===== src/rtl/sa_pkg.sv =====
// Shared types and helpers for the systolic-array edge feeder.
package sa_pkg;

    typedef enum logic [2:0] {
        S_IDLE,
        S_CLEAR,
        S_STREAM,
        S_FLUSH,
        S_DONE
    } feeder_state_t;

    localparam int ELEM_BITS_DEF = 8;

    // LSB position of a lane inside a packed lane vector
    function automatic int lane_lsb(input int lane, input int elem_bits);
        return lane * elem_bits;
    endfunction

endpackage


===== src/rtl/sa_delay_line.sv =====
// DEPTH-stage register chain, cleared on reset, advancing only when en is high.
module sa_delay_line #(
    parameter int DEPTH = 1,
    parameter int WIDTH = 9
) (
    input  logic             clk,
    input  logic             rstn,
    input  logic             en,
    input  logic [WIDTH-1:0] d,
    output logic [WIDTH-1:0] q
);

    logic [WIDTH-1:0] r_stage [DEPTH];

    always_ff @(posedge clk or negedge rstn) begin
        if (!rstn) begin
            for (int k = 0; k < DEPTH; k++) begin
                r_stage[k] <= '0;
            end
        end else if (en) begin
            r_stage[0] <= d;
            for (int k = 1; k < DEPTH; k++) begin
                r_stage[k] <= r_stage[k-1];
            end
        end
    end

    assign q = r_stage[DEPTH-1];

endmodule


===== src/rtl/sa_skew_feeder.sv =====
// Edge feeder for the INT8 systolic array: skews one vector per K-step across
// the lanes and sequences clear / shift-enable / flush / done for each tile.
//
//   state    | meaning
//   ---------+-----------------------------------------------------------
//   S_IDLE   | waiting for start; skew stages hold zero
//   S_CLEAR  | one cycle, pe_clr asserted
//   S_STREAM | s_ready high, one vector accepted per handshake
//   S_FLUSH  | N_LANES cycles draining the skew pipeline, no new data
//   S_DONE   | one cycle, done asserted
module sa_skew_feeder
    import sa_pkg::*;
#(
    parameter int N_LANES   = 4,
    parameter int ELEM_BITS = ELEM_BITS_DEF,
    parameter int K_BITS    = 16
) (
    input  logic                         clk,
    input  logic                         rstn,
    input  logic                         start,
    input  logic [K_BITS-1:0]            k_len,
    input  logic                         s_valid,
    output logic                         s_ready,
    input  logic [N_LANES*ELEM_BITS-1:0] s_data,
    output logic [N_LANES*ELEM_BITS-1:0] lane_data,
    output logic [N_LANES-1:0]           lane_v,
    output logic                         pe_clr,
    output logic                         pe_shift_en,
    output logic                         busy,
    output logic                         done
);

    localparam int FC_W = (N_LANES > 1) ? $clog2(N_LANES) : 1;
    localparam logic [FC_W-1:0] FC_LAST = FC_W'(N_LANES - 1);

    feeder_state_t     r_state;
    feeder_state_t     w_state_nxt;
    logic [K_BITS-1:0] r_k_len_q;
    logic [K_BITS-1:0] r_kcnt;
    logic [K_BITS-1:0] w_k_last;
    logic [FC_W-1:0]   r_fcnt;
    logic              w_hs;

    assign w_hs     = s_valid && (r_state == S_STREAM);
    assign w_k_last = r_k_len_q - K_BITS'(1);

    always_ff @(posedge clk or negedge rstn) begin
        if (!rstn) begin
            r_state <= S_IDLE;
        end else begin
            r_state <= w_state_nxt;
        end
    end

    always_comb begin
        w_state_nxt = r_state;
        case (r_state)
            S_IDLE:   if (start) w_state_nxt = S_CLEAR;
            S_CLEAR:  w_state_nxt = (r_k_len_q != '0) ? S_STREAM : S_DONE;
            S_STREAM: if (w_hs && (r_kcnt == w_k_last)) w_state_nxt = S_FLUSH;
            S_FLUSH:  if (r_fcnt == FC_LAST) w_state_nxt = S_DONE;
            S_DONE:   w_state_nxt = S_IDLE;
            default:  w_state_nxt = S_IDLE;
        endcase
    end

    always_comb begin
        s_ready     = 1'b0;
        pe_clr      = 1'b0;
        pe_shift_en = 1'b0;
        busy        = 1'b1;
        done        = 1'b0;
        case (r_state)
            S_IDLE:   busy = 1'b0;
            S_CLEAR:  pe_clr = 1'b1;
            S_STREAM: begin
                s_ready     = 1'b1;
                pe_shift_en = 1'b1;
            end
            S_FLUSH:  pe_shift_en = 1'b1;
            S_DONE:   done = 1'b1;
            default:  busy = 1'b0;
        endcase
    end

    // kcnt is compared before increment, so k_len = 2^K_BITS-1 never wraps
    always_ff @(posedge clk or negedge rstn) begin
        if (!rstn) begin
            r_k_len_q <= '0;
            r_kcnt    <= '0;
            r_fcnt    <= '0;
        end else begin
            if ((r_state == S_IDLE) && start) begin
                r_k_len_q <= k_len;
                r_kcnt    <= '0;
            end else if (w_hs) begin
                r_kcnt <= r_kcnt + K_BITS'(1);
            end
            if (r_state == S_FLUSH) begin
                r_fcnt <= r_fcnt + FC_W'(1);
            end else begin
                r_fcnt <= '0;
            end
        end
    end

    // Non-handshake cycles inject an all-zero bubble so lane alignment holds
    for (genvar i = 0; i < N_LANES; i++) begin : g_lane
        logic [ELEM_BITS:0] w_d;
        logic [ELEM_BITS:0] w_q;

        assign w_d = w_hs ? {1'b1, s_data[lane_lsb(i, ELEM_BITS) +: ELEM_BITS]} : '0;

        sa_delay_line #(
            .DEPTH (i + 1),
            .WIDTH (ELEM_BITS + 1)
        ) u_dl (
            .clk  (clk),
            .rstn (rstn),
            .en   (busy),
            .d    (w_d),
            .q    (w_q)
        );

        assign lane_v[i] = w_q[ELEM_BITS];
        assign lane_data[lane_lsb(i, ELEM_BITS) +: ELEM_BITS] = w_q[ELEM_BITS-1:0];
    end

endmodule


===== config.mk =====
export PLATFORM = sky130hd
export DESIGN_NAME = sa_skew_feeder
export DESIGN_NICKNAME = d
export VERILOG_FILES = /design/src/rtl/sa_pkg.sv /design/src/rtl/sa_delay_line.sv /design/src/rtl/sa_skew_feeder.sv
export SDC_FILE = /design/constraint.sdc
export NUM_CORES = 1
export LEC_CHECK = 0
export ABC_CLOCK_PERIOD_IN_PS = 2950
export CORE_MARGIN = 1
export CORE_UTILIZATION = 55
export DETAILED_ROUTE_END_ITERATION = 6
export PLACE_DENSITY = 0.92
export SLEW_MARGIN = 10
export SYNTH_ARGS = -nofsm -noshare
export SYNTH_HDL_FRONTEND = slang
export SYNTH_HIERARCHICAL = 1
export SYNTH_SLANG_ARGS = --single-unit

===== constraint.sdc =====
create_clock -name clk -period 2.95 [get_ports clk]
set_input_delay 0.885 -clock clk [delete_from_list [all_inputs] [get_ports clk]]
set_output_delay 0.885 -clock clk [all_outputs]
set_load 0.05 [all_outputs]

==> results.rst <==
.. list-table::
   :header-rows: 1

   * - Metric
     - Value
   * - Outcome
     - complete, no violations
   * - Highest net fanout along the worst path
     - 9
   * - Post-CTS setup repair buffer count
     - 0
   * - Net Count, Synth
     - about 530
   * - Portion of total power attributed to the clock network
     - 0.237
   * - Maximum count of clock buffers along a single path
     - 2
   * - Layout Area Growth over Synthesis
     - 22.3%
   * - Net Switching
     - roughly 3.2 mW
   * - Average vias per placed instance
     - 5.41
   * - Maximum number of pins on one net before global-route repair
     - approximately 130
   * - Start point of the worst hold path
     - r_fcnt[0]
   * - Core Area
     - between 10,000 and 15,000 µm²
   * - Final setup vio count
     - 0
   * - Residual antenna-violating net count after detailed routing
     - 0
   * - CP Data Required Time
     - a little over 2 ns
   * - Placer's final routability congestion estimate
     - approximately 0.87
   * - Netlist area before placement
     - roughly 6300 µm²
   * - Filler Cell Count
     - about 740
   * - CP startpoint
     - r_state[1]
   * - Crit path time final
     - 2.77 ns
   * - Total die area
     - 11,800 µm²
   * - Category of the worst setup path capture point
     - output port
   * - Final worst clock skew
     - between 0.006 and 0.007 ns
   * - Hold depth
     - 1
   * - Max_slew headroom
     - 0.562
   * - Hold Violations, Final
     - 0
   * - Unrepaired setup endpoints after global routing
     - no
   * - Number of clock sinks
     - ~130
   * - Clock root buffer
     - sky130_fd_sc_hd__clkbuf_16
   * - Overall overflow remaining after global route
     - 0
   * - Max Fclk
     - between 300 and 400 MHz
   * - Die extent in y
     - 109 µm
   * - Number of unique standard cell types used by synthesis
     - 43
   * - Share of synthesized registers carrying an async set or reset
     - 1.00
   * - Startpoint Class
     - register
   * - Final core utilization
     - 0.697
   * - Cells after Synth
     - between 400 and 500
   * - Kind of critical path
     - reg2out
   * - Horizontal die dimension
     - roughly 110 µm
   * - Clock-pin slew of the registers on the worst-case setup and hold paths
     - 0.06 ns
   * - Starting Density
     - 0.570
   * - Leakage power
     - between 3 and 4 nW
   * - H-tree levels
     - 4
   * - Maximum capacitance violations
     - 0
   * - Number of antenna violations at the first check in global routing
     - 0
   * - Fraction of layout cells with a size suffix above 1
     - 0.286
   * - Pwr dens
     - approximately 1100 nW/µm²
   * - Data arrival time of the critical path
     - 1.88 ns
   * - DRC violation count after routing
     - 0
   * - Global-route wire length before repair
     - 19,300 µm
   * - Synth Register Bits
     - between 100 and 150
   * - Total Nets Final
     - 594
   * - Number of standard cells in the layout, taps in and fillers out
     - 692
   * - Estimated wirelength of the detail-placed design
     - about 7500 µm
   * - Total number of vias
     - 3,743
   * - First-iteration detailed-routing DRC count
     - 208
   * - Post-synth EDFFs
     - 0
   * - Total length of routed wires
     - between 10,000 and 15,000 µm
   * - Vias in the first global route
     - 3,941
   * - Total CTS buffers
     - 17
   * - Pins over their slew limit
     - 0
   * - Terminus of the critical flop-to-flop path
     - r_state[0]
   * - DP Cell Count
     - 660
   * - Transition time at the pin with the least slew margin
     - about 0.66 ns
   * - Hold path endpoint
     - r_fcnt[0]
   * - I/O pin cnt
     - 93
   * - Synthesized area per cell
     - roughly 13 µm²
   * - Clock latency on the worst-skew pair
     - around 0.40 ns
   * - Cell-internal power
     - between 5 and 6 mW
   * - Switching share of power
     - 0.367
   * - Hold crit path type
     - reg2reg
   * - Sum Neg Setup Slack
     - 0 ns
   * - YS warnings
     - 6
   * - 1st-pass router iterations
     - 4
   * - Total area of multi-input combinational cells
     - around 2700 µm²
   * - Maximum resistive drop on vdd
     - 0.734 mV
   * - Register-to-register setup slack
     - roughly 0.5 ns
   * - CTS tree
     - done
   * - Row cnt
     - 38
   * - Crit share post-route
     - 0.938
   * - Count of inserted antenna diode cells
     - 0
   * - Sequential fraction of design power
     - 0.329
   * - Number of cells traversed by the worst register-to-register path
     - 6
   * - Post-synthesis sequential area ratio
     - 0.508
   * - Main synth FF type
     - sky130_fd_sc_hd__dfrtp_1
   * - Storage cell area
     - between 3000 and 4000 µm²
   * - Comb pwr share
     - 0.434
   * - Overall Global Routing Usage
     - 0.215
   * - Launch instance of the worst register-to-register path
     - r_k_len_q[2]
   * - Avg WL per Cell
     - approximately 17 µm
   * - Port bufs
     - roughly 90
==> flip-flops by register name, summed over array words and instances (netlist names) <==
register and flops:
g_lane.u_dl/r_stage 54, r_fcnt 2, r_kcnt 16, g_lane.u_dl/q 36
r_k_len_q 16, r_state 3
==> logic make-up after synthesis <==
family,synth area share
buffers and inverters,0.0684
adders and majority gates,0.00600
AOI/OAI and AO/OA,0.0282
DFF,0.508
xor gates and xnor gates,0.0518
and+or+nand+nor,0.108
muxes,0.230
==> what timing repair did <==
action                     4_1_cts  5_1_grt
resized for setup                3        1
setup endpoints to repair        3        1
pin swaps                        0        0
hold buffers                     0        0
==> per-stage QoR <==
step | instance area (µm²) | setup slack [ns] | power [mW] | hold slack [ns]
floorplan | 6260 | 0.164 | 6.00 | 0.408
global placement | 7060 | 0.204 | 6.46 | 0.418
detailed placement | 7060 | 0.136 | 6.61 | 0.427
CTS | 7650 | 0.0293 | 8.72 | 0.435
global route | 7660 | 0.0839 | 9.08 | 0.453
finish | 7660 | 0.184 | 8.65 | 0.435
==> worst max-delay path, cell delays in order (launching register included) <==
cell and delay [ns]:
sky130_fd_sc_hd__dfrtp_1 0.49, sky130_fd_sc_hd__nor2_1 0.29, sky130_fd_sc_hd__and2_1 0.17, sky130_fd_sc_hd__dlygate4sd2_1 0.52
==> layout make-up <==
cell class,count,area share
sequential,127,0.415
inverter,3,0.00147
multi-input combinational,290,0.351
tap,140,0.0229
clock inverter,13,0.0183
clock buffer,19,0.0592
timing repair buffer,100,0.132
==> layout by cell type, fill, tap and decap left out, drive strengths merged, types with 4 or more instances in the layout <==
master / instances
dfrtp: 127
mux2: 104
clkdlybuf4s50: 86
and2: 34
nor2: 29
xnor2: 25
clkbuf: 19
nand2: 16
xor2: 12
buf: 10
o21ai: 7
nand3: 7
nor3: 7
clkinv: 7
nand4: 5
clkinvlp: 4
==> cells in the mapped netlist, types with 2 or more instances <==
library cell	instances	area [µm²]
sky130_fd_sc_hd__nor2b_1	3	18.8
sky130_fd_sc_hd__a31oi_1	3	18.8
sky130_fd_sc_hd__buf_12	6	120
sky130_fd_sc_hd__nand3_1	7	35.0
sky130_fd_sc_hd__nand2_1	16	60.1
sky130_fd_sc_hd__o21ai_0	7	35.0
sky130_fd_sc_hd__inv_1	3	11.3
sky130_fd_sc_hd__a31o_2	2	17.5
sky130_fd_sc_hd__and2_1	34	213
sky130_fd_sc_hd__nor4_1	2	12.5
sky130_fd_sc_hd__nand2b_1	3	18.8
sky130_fd_sc_hd__nand4_1	5	31.3
sky130_fd_sc_hd__clkbuf_1	13	48.8
sky130_fd_sc_hd__nor4b_2	2	30.0
sky130_fd_sc_hd__buf_6	4	45.0
sky130_fd_sc_hd__dfrtp_1	127	3180
sky130_fd_sc_hd__nor3_1	7	35.0
sky130_fd_sc_hd__and3_1	3	18.8
sky130_fd_sc_hd__mux2_2	35	394
sky130_fd_sc_hd__xnor2_1	25	219
sky130_fd_sc_hd__nor2_1	29	109
sky130_fd_sc_hd__or4_1	2	15.0
sky130_fd_sc_hd__or3_1	3	18.8
sky130_fd_sc_hd__xor2_1	12	105
sky130_fd_sc_hd__ha_1	3	37.5
sky130_fd_sc_hd__buf_4	27	203
sky130_fd_sc_hd__a21oi_1	3	15.0
sky130_fd_sc_hd__mux2_4	69	1040
==> per-layer routing <==
layer / wire length, µm / GRT usage / share of wire
met5: 0 / 0 / 0
met1: 5050 / 0.257 / 0.43
met4: 210 / 0.0898 / 0.018
met2: 5960 / 0.368 / 0.51
met3: 462 / 0.0562 / 0.040
==> how the worst max path moves through the flow <==
stage	depth (start not counted)	end	slack, ns
after global routing	3	done	0.08
after detailed placement	8	r_kcnt[9]	0.14
after floorplan	3	s_ready	0.16
after global placement	7	r_kcnt[15]	0.20
final	3	done	0.18
after CTS	2	pe_shift_en	0.03
==> power groups by stage <==
stage	logic, mW	clock network [mW]	registers, mW
after floorplan	3.16	0	2.83
after global placement	3.65	0	2.81
after detailed placement	3.75	0	2.86
after CTS	3.78	2.09	2.85
after global routing	3.98	2.17	2.92
final	3.75	2.05	2.85
Note: power is estimated with default switching activity, not from simulation.
